[config.mk]
export PLATFORM = sky130hd
export DESIGN_NAME = vrased_reset_seq_flat
export DESIGN_NICKNAME = d
export VERILOG_FILES = /design/src/rtl/vrased_reset_seq_pkg.sv /design/src/rtl/vrased_reset_seq_if.sv /design/src/rtl/vrased_reset_seq_log_fifo.sv /design/src/rtl/vrased_reset_seq.sv /design/src/flat_wrapper.sv
export SDC_FILE = /design/constraint.sdc
export NUM_CORES = 1
export LEC_CHECK = 0
export CORE_MARGIN = 5
export CORE_UTILIZATION = 54
export DETAILED_ROUTE_END_ITERATION = 12
export PLACE_DENSITY = 0.78
export SLEW_MARGIN = 40
export SYNTH_ARGS = -nofsm -noshare
export SYNTH_HDL_FRONTEND = slang
export SYNTH_SLANG_ARGS = --single-unit
[constraint.sdc]
create_clock -name clk -period 4.73 [get_ports clk]
set_input_delay 0.946 -clock clk [delete_from_list [all_inputs] [get_ports clk]]
set_output_delay 0.946 -clock clk [all_outputs]
set_load 0.05 [all_outputs]
[src/rtl/vrased_reset_seq_pkg.sv]
// Shared types for the VRASED violation reset sequencer.
// State codes, log source codes and the log entry layout.
package vrased_reset_seq_pkg;

    typedef enum logic [1:0] {
        S_IDLE    = 2'd0,
        S_HOLD    = 2'd1,
        S_CLEAR   = 2'd2,
        S_RELEASE = 2'd3
    } state_e;

    localparam logic [1:0] SRC_PC   = 2'b00;
    localparam logic [1:0] SRC_DATA = 2'b01;
    localparam logic [1:0] SRC_DMA  = 2'b10;
    localparam logic [1:0] SRC_BOTH = 2'b11;

    localparam int LOG_W = 34;

    typedef struct packed {
        logic [15:0] pc;
        logic [15:0] addr;
        logic [1:0]  src;
    } log_entry_t;

    function automatic log_entry_t make_entry(
        input logic [15:0] pc,
        input logic        data_en,
        input logic [15:0] data_addr,
        input logic        dma_en,
        input logic [15:0] dma_addr
    );
        log_entry_t e;
        e.pc   = pc;
        e.addr = data_en ? data_addr : (dma_en ? dma_addr : 16'h0000);
        e.src  = {dma_en, data_en};
        return e;
    endfunction

endpackage

[src/rtl/vrased_reset_seq_if.sv]
// Bus between the VRASED monitor / CPU side and the reset sequencer.
// master drives violation, history and log pops; slave is the sequencer.
interface vrased_reset_seq_if;
    logic        vrased_reset;
    logic [15:0] pc;
    logic        data_en;
    logic [15:0] data_addr;
    logic        dma_en;
    logic [15:0] dma_addr;
    logic        sys_reset;
    logic        clr_ram;
    logic        busy;
    logic        log_rd;
    logic        log_valid;
    logic [15:0] log_pc;
    logic [15:0] log_addr;
    logic [1:0]  log_src;
    logic        log_ovf;
    logic [7:0]  viol_cnt;

    modport master (
        output vrased_reset, pc, data_en, data_addr,
        output dma_en, dma_addr, log_rd,
        input  sys_reset, clr_ram, busy, log_valid,
        input  log_pc, log_addr, log_src, log_ovf, viol_cnt
    );

    modport slave (
        input  vrased_reset, pc, data_en, data_addr,
        input  dma_en, dma_addr, log_rd,
        output sys_reset, clr_ram, busy, log_valid,
        output log_pc, log_addr, log_src, log_ovf, viol_cnt
    );
endinterface

[src/rtl/vrased_reset_seq_log_fifo.sv]
// Synchronous first-word-fall-through FIFO for violation log entries.
// A pop frees a slot in the same cycle, so push+pop on full is accepted.
module vrased_log_fifo #(
    parameter int W     = 34,
    parameter int DEPTH = 4
) (
    input  logic         clk,
    input  logic         reset,
    input  logic         push_i,
    input  logic [W-1:0] data_i,
    input  logic         pop_i,
    output logic [W-1:0] data_o,
    output logic         full_o,
    output logic         empty_o
);
    localparam int AW = $clog2(DEPTH);

    logic [W-1:0] mem_q [DEPTH];
    logic [AW:0]  wr_q;
    logic [AW:0]  rd_q;
    logic         do_push;
    logic         do_pop;

    assign empty_o = (wr_q == rd_q);
    assign full_o  = (wr_q[AW] != rd_q[AW]) &&
                     (wr_q[AW-1:0] == rd_q[AW-1:0]);
    assign do_pop  = pop_i && !empty_o;
    assign do_push = push_i && (!full_o || do_pop);
    assign data_o  = mem_q[rd_q[AW-1:0]];

    always_ff @(posedge clk) begin
        if (reset) begin
            wr_q <= '0;
            rd_q <= '0;
        end else begin
            if (do_push) begin
                mem_q[wr_q[AW-1:0]] <= data_i;
                wr_q <= wr_q + 1'b1;
            end
            if (do_pop) begin
                rd_q <= rd_q + 1'b1;
            end
        end
    end
endmodule

[src/rtl/vrased_reset_seq.sv]
// Turns each VRASED violation reset into hold / RAM-clear / release,
// logging the offending access from the one-cycle-old history registers.
module vrased_reset_seq
    import vrased_reset_seq_pkg::*;
#(
    parameter int HOLD_CYCLES = 8,
    parameter int CLR_CYCLES  = 2,
    parameter int LOG_DEPTH   = 4
) (
    input  logic                clk,
    input  logic                reset,
    vrased_reset_seq_if.slave   bus
);
    localparam int CMAX = (HOLD_CYCLES > CLR_CYCLES) ? HOLD_CYCLES : CLR_CYCLES;
    localparam int CW   = ($clog2(CMAX) > 0) ? $clog2(CMAX) : 1;

    state_e      state_q;
    logic [CW-1:0] cnt_q;
    logic        sys_reset_q;
    logic        clr_ram_q;
    logic        busy_q;
    logic        log_ovf_q;
    logic [7:0]  viol_cnt_q;

    logic [15:0] h_pc_q;
    logic        h_data_en_q;
    logic [15:0] h_data_addr_q;
    logic        h_dma_en_q;
    logic [15:0] h_dma_addr_q;

    logic        push;
    logic        full;
    logic        empty;
    log_entry_t  entry;
    log_entry_t  head;

    assign push  = (state_q == S_IDLE) && bus.vrased_reset;
    assign entry = make_entry(h_pc_q, h_data_en_q, h_data_addr_q,
                              h_dma_en_q, h_dma_addr_q);

    vrased_log_fifo #(
        .W     (LOG_W),
        .DEPTH (LOG_DEPTH)
    ) u_log (
        .clk     (clk),
        .reset   (reset),
        .push_i  (push),
        .data_i  (entry),
        .pop_i   (bus.log_rd),
        .data_o  (head),
        .full_o  (full),
        .empty_o (empty)
    );

    always_ff @(posedge clk) begin
        if (reset) begin
            h_pc_q        <= '0;
            h_data_en_q   <= 1'b0;
            h_data_addr_q <= '0;
            h_dma_en_q    <= 1'b0;
            h_dma_addr_q  <= '0;
        end else begin
            h_pc_q        <= bus.pc;
            h_data_en_q   <= bus.data_en;
            h_data_addr_q <= bus.data_addr;
            h_dma_en_q    <= bus.dma_en;
            h_dma_addr_q  <= bus.dma_addr;
        end
    end

    always_ff @(posedge clk) begin
        if (reset) begin
            state_q     <= S_CLEAR;
            cnt_q       <= '0;
            sys_reset_q <= 1'b1;
            clr_ram_q   <= 1'b0;
            busy_q      <= 1'b1;
            log_ovf_q   <= 1'b0;
            viol_cnt_q  <= '0;
        end else begin
            if (push && full && !bus.log_rd) begin
                log_ovf_q <= 1'b1;
            end
            unique case (state_q)
                S_IDLE: begin
                    clr_ram_q <= 1'b0;
                    if (bus.vrased_reset) begin
                        state_q     <= S_HOLD;
                        cnt_q       <= '0;
                        sys_reset_q <= 1'b1;
                        busy_q      <= 1'b1;
                        if (viol_cnt_q != 8'hFF) begin
                            viol_cnt_q <= viol_cnt_q + 8'd1;
                        end
                    end else begin
                        sys_reset_q <= 1'b0;
                        busy_q      <= 1'b0;
                    end
                end
                S_HOLD: begin
                    sys_reset_q <= 1'b1;
                    busy_q      <= 1'b1;
                    if (cnt_q == CW'(HOLD_CYCLES - 1)) begin
                        state_q   <= S_CLEAR;
                        cnt_q     <= '0;
                        clr_ram_q <= 1'b1;
                    end else begin
                        cnt_q     <= cnt_q + CW'(1);
                        clr_ram_q <= 1'b0;
                    end
                end
                S_CLEAR: begin
                    sys_reset_q <= 1'b1;
                    busy_q      <= 1'b1;
                    clr_ram_q   <= 1'b1;
                    // Coming out of power-on reset the strobe is not yet up;
                    // counting starts once it is, so it always lasts CLR_CYCLES.
                    if (clr_ram_q) begin
                        if (cnt_q == CW'(CLR_CYCLES - 1)) begin
                            state_q   <= S_RELEASE;
                            cnt_q     <= '0;
                            clr_ram_q <= 1'b0;
                        end else begin
                            cnt_q <= cnt_q + CW'(1);
                        end
                    end
                end
                S_RELEASE: begin
                    clr_ram_q <= 1'b0;
                    if (bus.vrased_reset) begin
                        sys_reset_q <= 1'b1;
                        busy_q      <= 1'b1;
                    end else begin
                        state_q     <= S_IDLE;
                        sys_reset_q <= 1'b0;
                        busy_q      <= 1'b0;
                    end
                end
            endcase
        end
    end

    assign bus.sys_reset = sys_reset_q;
    assign bus.clr_ram   = clr_ram_q;
    assign bus.busy      = busy_q;
    assign bus.log_valid = !empty;
    assign bus.log_pc    = head.pc;
    assign bus.log_addr  = head.addr;
    assign bus.log_src   = head.src;
    assign bus.log_ovf   = log_ovf_q;
    assign bus.viol_cnt  = viol_cnt_q;
endmodule

[src/flat_wrapper.sv]
// flat-port wrapper written by rule: the top's interface ports become plain ports
module vrased_reset_seq_flat import vrased_reset_seq_pkg::*;
#(
    parameter int HOLD_CYCLES = 8,
    parameter int CLR_CYCLES  = 2,
    parameter int LOG_DEPTH   = 4
)
  (clk, reset, bus_vrased_reset, bus_pc, bus_data_en, bus_data_addr, bus_dma_en, bus_dma_addr, bus_log_rd, bus_sys_reset, bus_clr_ram, bus_busy, bus_log_valid, bus_log_pc, bus_log_addr, bus_log_src, bus_log_ovf, bus_viol_cnt);
  vrased_reset_seq_if bus_i ();
  input  logic clk;
  input  logic reset;
  input wire logic [$bits(bus_i.vrased_reset)-1:0] bus_vrased_reset;
  input wire logic [$bits(bus_i.pc)-1:0] bus_pc;
  input wire logic [$bits(bus_i.data_en)-1:0] bus_data_en;
  input wire logic [$bits(bus_i.data_addr)-1:0] bus_data_addr;
  input wire logic [$bits(bus_i.dma_en)-1:0] bus_dma_en;
  input wire logic [$bits(bus_i.dma_addr)-1:0] bus_dma_addr;
  input wire logic [$bits(bus_i.log_rd)-1:0] bus_log_rd;
  output wire logic [$bits(bus_i.sys_reset)-1:0] bus_sys_reset;
  output wire logic [$bits(bus_i.clr_ram)-1:0] bus_clr_ram;
  output wire logic [$bits(bus_i.busy)-1:0] bus_busy;
  output wire logic [$bits(bus_i.log_valid)-1:0] bus_log_valid;
  output wire logic [$bits(bus_i.log_pc)-1:0] bus_log_pc;
  output wire logic [$bits(bus_i.log_addr)-1:0] bus_log_addr;
  output wire logic [$bits(bus_i.log_src)-1:0] bus_log_src;
  output wire logic [$bits(bus_i.log_ovf)-1:0] bus_log_ovf;
  output wire logic [$bits(bus_i.viol_cnt)-1:0] bus_viol_cnt;
  assign bus_i.vrased_reset = bus_vrased_reset;
  assign bus_i.pc = bus_pc;
  assign bus_i.data_en = bus_data_en;
  assign bus_i.data_addr = bus_data_addr;
  assign bus_i.dma_en = bus_dma_en;
  assign bus_i.dma_addr = bus_dma_addr;
  assign bus_i.log_rd = bus_log_rd;
  assign bus_sys_reset = bus_i.sys_reset;
  assign bus_clr_ram = bus_i.clr_ram;
  assign bus_busy = bus_i.busy;
  assign bus_log_valid = bus_i.log_valid;
  assign bus_log_pc = bus_i.log_pc;
  assign bus_log_addr = bus_i.log_addr;
  assign bus_log_src = bus_i.log_src;
  assign bus_log_ovf = bus_i.log_ovf;
  assign bus_viol_cnt = bus_i.viol_cnt;
  vrased_reset_seq #(.HOLD_CYCLES(HOLD_CYCLES), .CLR_CYCLES(CLR_CYCLES), .LOG_DEPTH(LOG_DEPTH)) u_core (.clk(clk), .reset(reset), .bus(bus_i));
endmodule
==> results of run 1 <==
cell families after synthesis:
family,after synthesis,share of synthesized area [%]
flops,210,72.1
simple gates,111,7.98
mux,40,10.7
compound gates,38,4.01
buf+inv,30,1.57
fa+ha+maj,15,2.43
xor+xnor,10,1.14
metrics by stage:
stage          cells  setup slack [ns]  util (%)
4_1_cts          755             0.720      68.4
6_report         755              1.07      68.4
3_5_place_dp     717              1.27      63.9
3_3_place_gp     717              1.28      63.8
5_1_grt          755             0.933      68.4
2_1_floorplan    454             0.468         -
worst max-delay path: cells and delay by family, from the launching register on:
kind,cells,cell delay (ns)
flops,1,0.65
buf+inv,2,1.02
mux,1,0.56
state kept, by name (all words and copies together), names as in the netlist, 2 cells and up, named ones only:
name,flops
u_core.cnt_q,3
u_core.u_log.wr_q,3
u_core.state_q,2
u_core.h_pc_q,16
u_core.u_log.rd_q,3
u_core.bus.viol_cnt,8
u_core.h_dma_addr_q,16
u_core.u_log.mem_q,136
u_core.h_data_addr_q,16
worst max-delay path by stage:
stage / startpoint / endpoint / slack [ns] / cells after the start
5_1_grt: register / bus_log_addr[9] / 0.93 / 3
3_5_place_dp: register / bus_log_addr[2] / 1.27 / 3
4_1_cts: register / bus_log_addr[9] / 0.72 / 3
3_3_place_gp: register / bus_log_addr[2] / 1.28 / 3
6_report: register / bus_log_addr[9] / 1.07 / 3
2_1_floorplan: bus_vrased_reset / u_core.u_log.mem_q[3][0] / 0.47 / 4
cells in the mapped netlist, types with 4 or more instances:
cell | instances | share of area, %
ha_1 | 15 | 2.4
clkbuf_1 | 15 | 0.73
edfxtp_1 | 136 | 53
mux4_2 | 34 | 9.9
a21oi_1 | 8 | 0.52
xor2_1 | 7 | 0.79
dfxtp_1 | 74 | 19
o21ai_0 | 4 | 0.26
nand2_1 | 11 | 0.54
nor3_1 | 5 | 0.32
inv_1 | 9 | 0.44
and2_1 | 5 | 0.41
nor2_1 | 21 | 1.0
nor2b_1 | 54 | 4.4
a22o_1 | 15 | 1.7
buf_2 | 4 | 0.26
mux2i_1 | 5 | 0.65
routing by layer:
layer,track usage [%],wire length [um],vias to the layer above
met3,3.26,953,17
met1,22.7,5700,1996
met2,30.5,7320,126
met5,0,0,-
li1,-,-,1919
met4,3.61,177,0
area by class of cell:
class	count	area, um^2	share of cell area, %
timing repair buffer	104	1030	10.8
clock inverter	8	41.3	0.433
tap	180	225	2.36
sequential	210	5570	58.5
inverter	9	33.8	0.354
multi-input combinational	214	2040	21.4
clock buffer	30	591	6.20
report_power, final:
group / internal, mW / leakage [nW] / switching, mW
logic: 0.339 / 1.12 / 0.461
registers: 2.02 / 1.86 / 0.0733
clock network: 0.871 / 0.312 / 0.633
==> run summary, run 1 <==
The post-detailed-placement cell area is slightly below 9000 um^2. The total wire length after detailed routing is 14.2 mm. The reg-to-reg critical path startpoint is u_core.state_q[1]. Power spread over the standard cell area amounts to between 400 and 500 nW/um^2. After detailed routing, the average wire length per cell comes to 18.7 um.

The setup TNS after final layout came out at 0 ns. The delay of the slowest cell on the worst path is around 0.73 ns. Setup repair after global routing left no endpoint under its margin. The maximum clock rate came out at 273 MHz.

For hold timing, the worst endpoint is u_core.bus.log_ovf. The starting utilization of the core area is a little under three fifths. In the layout the commonest cells are edfxtp_1, clkdlybuf4s50_1, dfxtp_1, nor2b_1, mux4_2. The post-CTS repair timing setup buffer count is 0.

Along the worst path, the maximum fanout reaches 23. The die area is between 15000 and 20000 um^2. The setup slack on the worst flop-to-flop path came out at 2.48 ns. Clock tree synthesis found a total of 210 sinks. For this run, the post-layout net count is about 630. The overall power of the completed layout came out at roughly 4.4 mW. The worst hold path was traced through 2 stages. The wire length of the first global-routing pass is 22.4 mm. The number of buffers created by CTS came out at 21.

Leaving out fill and tap cells, the most frequent cell in the layout is edfxtp_1. The latest clock arrival within the worst-skew pair is 0.48 ns. Measured against its own limit, the worst slew margin works out to a little over 50%.

The cell count after synthesis came out at between 400 and 500. After filler insertion, the fill cell instance count of the layout stands at a little over 900. The count of final hold-check violations is 0. The finished cells cover about 9500 um^2.

The slew at the pin closest to its max-slew limit came out at approximately 0.74 ns. The clock-pin slew on the worst setup and hold paths came out at 0.06 ns. The number of setup violations in the final report came out at 0. The share of final-layout standard cells stronger than drive strength 1 came out at between 10% and 20%. The HPWL after detailed placement is around 8.6 mm. The slowest stage of the critical path is the clkdlybuf4s50_1 cell. The average instance area after synthesis is 17.0 um^2. The run finished with clean final reports. The worst ir drop on vdd is approximately 0.00026 V. The combined area of all synthesized cells came out at around 7700 um^2. Using the TritonRoute via totals, the vias-per-cell ratio works out to 5.37. The post-cts sizing count came out at 0. The number of violations reported at the end of detailed-routing iteration 0 came out at between 200 and 300. TritonCTS built the clock tree.

The detailed router placed ~4100 vias in this run. The initial antenna violation count is 0. The horizontal die dimension is ~130 um.

The number of synthesis warnings is 0. The final critical-path required period is between 3 and 4 ns. The net count of the mapped netlist came out at 523. The maximum number of pins on one net before global-route repair came out at 74. The global-route usage over all layers came out at around 17%. The kind of start point of the critical path is a register. The number of rows created at floorplan is 43. During I/O placement, the number of pins put on the boundary was 101.

The worst path required time is approximately 3.8 ns. The aggregate global routing overflow came out at 0. The number of iterations in the first detailed-routing pass is 4. The antenna diode instance count is 0.

The DRC violations left is 0. The count of flip-flops with a built-in enable after synthesis came out at approximately 140. The number of register bits inferred by synthesis came out at 210.

The most used flip-flop cell after synthesis is edfxtp_1. The root cell of the clock tree is clkbuf_16. For this run, asynchronously set or reset flops after synthesis account for 0%. The final count of pins violating max slew is 0. Once detail routing completed, the nets flagged for antenna violations numbered 0. The count of maximum capacitance violations is 0. The share of the cycle needed by the critical path after routing came out at 77.4%. The worst min-delay path category is reg -> reg. The final weighted congestion in routability-driven placement came out at around 0.8.

The sequential element share of the synthesized area is 72.1%. The critical path data arrival time is 2.71 ns. The layout-stage area growth over the synthesis result came out at 23.6%.

The worst setup path is captured at an output port. Yosys mapped the design onto 39 distinct sky130hd cell types. The tightest hold path in the finished design has a slack of between 0.4 and 0.5 ns. The height of the chip came out at 130 um.

Walking the worst path, the cells encountered are buf_4 -> mux4_2 -> clkdlybuf4s50_1. The total number of H-tree levels is 1. The static leakage is 3.29 nW. In this run, post-CTS hold repair placed 0 buffers.

The endpoint identified for the worst register-to-register timing path is u_core.u_log.mem_q[2][10]. The clock arrives with around 0.0083 ns of skew. The core region is between 10000 and 15000 um^2. The count of buffers added on input and output ports is 100. The critical path in this run is classified as reg -> out. Counting cells, the worst reg-to-reg path comes to 6. The maximum number of buffers from clock root to sink came out at 3. In this run the most critical hold path is launched from u_core.bus.log_ovf. The number of global-route vias before repair is 4297.
Note: power is estimated with default switching activity, not from simulation.
==> run 2, diff against run 1 <==
- CORE_UTILIZATION: 54 -> 49
- PLACE_DENSITY: 0.78 -> 0.75
- clock period: 4.73 -> 3.25 ns (I/O delays scaled with it)
==> run 2 against run 1 <==
Wire length grew 1.6%; register-to-register slack got worse by 1.3 ns; first-iteration DRC count fell by 17%; highest routed layer unchanged; setup slack got worse by 0.84 ns.
==> run summary, run 2 (synthesized netlist as in run 1, its figures left out) <==
The global-route usage over all layers is 16.0% (-1.3 points). The average wire per standard cell was 18.1 um (-3.4%). The reported net switching power came out at 1.72 mW (+47%). The buffer and inverter count on the worst path is 2 (unchanged). The critical path ends at bus_log_pc[6]. The initial antenna violation count is 0 (unchanged). The relative contribution of sequential cells to total power was 44.8% (-2.8 points).

The layout-stage area growth over the synthesis result came out at 26.7%. The number of setup violations in the final report came out at 0 (unchanged). The power density over cell area was 684 nW/um^2 (+48%).

The number of sinks on the clock net came out at 210 (unchanged). The worst setup path is launched from a register. The number of buffers created by CTS came out at 22 (+4.8%). The clock-pin slew on the worst setup and hold paths is 0.06 ns (about the same). The die area came out at 18400 um^2 (+9.4%). The number of global-route vias before repair came out at 4256 (-0.95%). The met2 global-route usage came to 26.3% (-4.2 points). The power share of the combinational group is 18.3% (about the same).

The flow ran to the end, and the final reports show no timing, DRC or antenna violations. The via density per instance came out at 5.20 (-3.3%). The busiest metal layer after global routing is met2. The count of maximum capacitance violations is 0 (unchanged).

The worst setup path is captured at an output port. The top-level port count came out at 101 (unchanged). The wire length of the first global-routing pass is 22.7 mm (+1.2%).

The antenna diode instance count came out at 0 (unchanged). The worst slew margin relative to its limit is 54.9% (+4.3 points). The final weighted congestion in routability-driven placement is 0.764 (-5.5%). The share of the cycle needed by the critical path after routing came out at approximately 93%. The total via count after detailed routing is 4127 (+1.7%).

The maximum number of pins on one net before global-route repair is 47 (-36%). In the layout the commonest cells are edfxtp_1, clkdlybuf4s50_1, dfxtp_1, nor2b_1, mux4_2. The worst register-to-register path begins at u_core.state_q[0]. The global routing usage on met3 is 4.12% (+0.87 points). In this run the clock root is driven by a clkbuf_16. The biggest fanout along the worst timing path is 26 (+13%). The horizontal die dimension is 135 um (+4.6%).

The overall power of the completed layout came out at 6.69 mW (+52%). The count of port buffers added during placement came to 100 (unchanged). The worst path required time is 2.60 ns (-1.18 ns). The delay of the slowest cell on the worst path is 0.73 ns (about the same).

The height of the chip came to 135 um (+4.6%). The critical path data arrival time is 2.37 ns (-0.34 ns). The post-cts sizing count is 0 (unchanged). The maximum clock rate is between 300 and 400 MHz.

The path class of the tightest hold or removal check is reg -> reg. The total number of H-tree levels is 1 (unchanged). The maximum number of buffers from clock root to sink came out at 3 (unchanged). The total wire length after detailed routing is 14.4 mm (+1.6%). The starting utilization of the core area came out at 50.4% (-5.0 points). The final critical-path required period came out at ~3.0 ns. The count of final hold-check violations was 0 (unchanged). Walking the worst path, the cells encountered are buf_12 -> mux4_2 -> clkdlybuf4s50_1. The number of rows created at floorplan came out at 45 (+4.7%). Among all stages on the critical path, the largest delay is contributed by clkdlybuf4s50_1. The clock network power share is 36.8% (+2.6 points). The post-CTS repair timing setup buffer count is 0 (unchanged). The instance count on the critical path is 3 (unchanged). The internal power component came out at 4.97 mW (+54%). The critical path in this run is classified as reg -> out. The setup slack on the worst flop-to-flop path is 1.23 ns (-1.25 ns).

The number of nets in the finished design came out at 636 (+1.1%). The final count of pins violating max slew is 0 (unchanged). The HPWL after detailed placement came out at 9.13 mm (+6.3%). The switching share of power came out at 25.7% (-0.84 points). The number of violations reported at the end of detailed-routing iteration 0 came out at 247 (-17%).

The latest clock arrival within the worst-skew pair is 0.49 ns (about the same). The post-cts hold buffer count came to 0 (unchanged). Setup repair after global routing left no endpoint under its margin. The static leakage is 3.39 nW (+2.9%).

The global-route met1 utilization came out at 21.2% (-1.5 points). The leading cell type in the layout, fill and taps excluded is edfxtp_1. The worst-case reg-to-reg path depth came out at 7 (+1). The number of flip-flops in the largest register is 136 (unchanged). The setup TNS after final layout was 0 ns (unchanged). The number of iterations in the first detailed-routing pass was 4 (unchanged). The DRC violations left is 0 (unchanged). The share of final-layout standard cells stronger than drive strength 1 came out at 15.3% (+1.4 points). The aggregate global routing overflow is 0 (unchanged).

The kind of cell with the highest combined delay along the critical path is buffers and inverters. The slew at the pin closest to its max-slew limit is 0.675 ns (-0.0657 ns). TritonCTS built the clock tree. The reg-to-reg endpoint is u_core.u_log.mem_q[0][0]. The maximum clock skew at final layout is 0.0101 ns (+0.00186 ns).

The area of the placeable core is 15300 um^2 (+9.9%). The worst ir drop on vdd is 0.000445 V (+71%). The residual antenna-violating net count after detailed routing came out at 0 (unchanged).
run 2: final cells by class:
cell class / instances / area [um^2]
tap: 211 / 264
fill: 1101 / 5540
timing repair buffer: 110 / 1130
multi-input combinational: 214 / 2040
inverter: 9 / 33.8
clock buffer: 32 / 639
clock inverter: 8 / 91.3
sequential: 210 / 5570
run 2: worst min-delay path by stage:
stage,start,endpoint,slack (ns),depth (start not counted)
3_5_place_dp,u_core.h_pc_q[10],u_core.u_log.mem_q[2][28],0.47,0
3_3_place_gp,u_core.h_pc_q[6],u_core.u_log.mem_q[1][24],0.45,0
5_1_grt,u_core.h_pc_q[13],u_core.u_log.mem_q[2][31],0.51,0
4_1_cts,u_core.bus.log_ovf,u_core.bus.log_ovf,0.48,2
6_report,u_core.h_pc_q[14],u_core.u_log.mem_q[2][32],0.49,0
2_1_floorplan,u_core.h_pc_q[0],u_core.u_log.mem_q[0][18],0.44,0
run 2: per-stage QoR:
stage	util, %	setup slack [ns]	hold slack [ns]	instance area (um^2)	instances
after floorplan	-	0.326	0.438	7720	454
after detailed placement	59.0	0.631	0.467	9040	754
final	63.8	0.225	0.486	9770	794
after CTS	63.8	0.169	0.484	9770	794
after global routing	63.8	0.112	0.506	9770	794
after global placement	59.0	0.664	0.447	9040	754
run 2: power by group through the flow:
stage          combinational (mW)  clock (mW)  sequential (mW)
3_3_place_gp                 1.23           0             3.05
6_report                     1.23        2.46             3.00
2_1_floorplan               0.821           0             3.07
4_1_cts                      1.25        2.52             3.00
3_5_place_dp                 1.24           0             3.05
5_1_grt                      1.31        2.64             3.01
run 2: per-layer routing:
layer | vias up | part of all wire (%)
met5 | - | 0
met4 | 0 | 2.2
met3 | 27 | 7.0
met2 | 129 | 49
met1 | 2041 | 42
li1 | 1930 | -
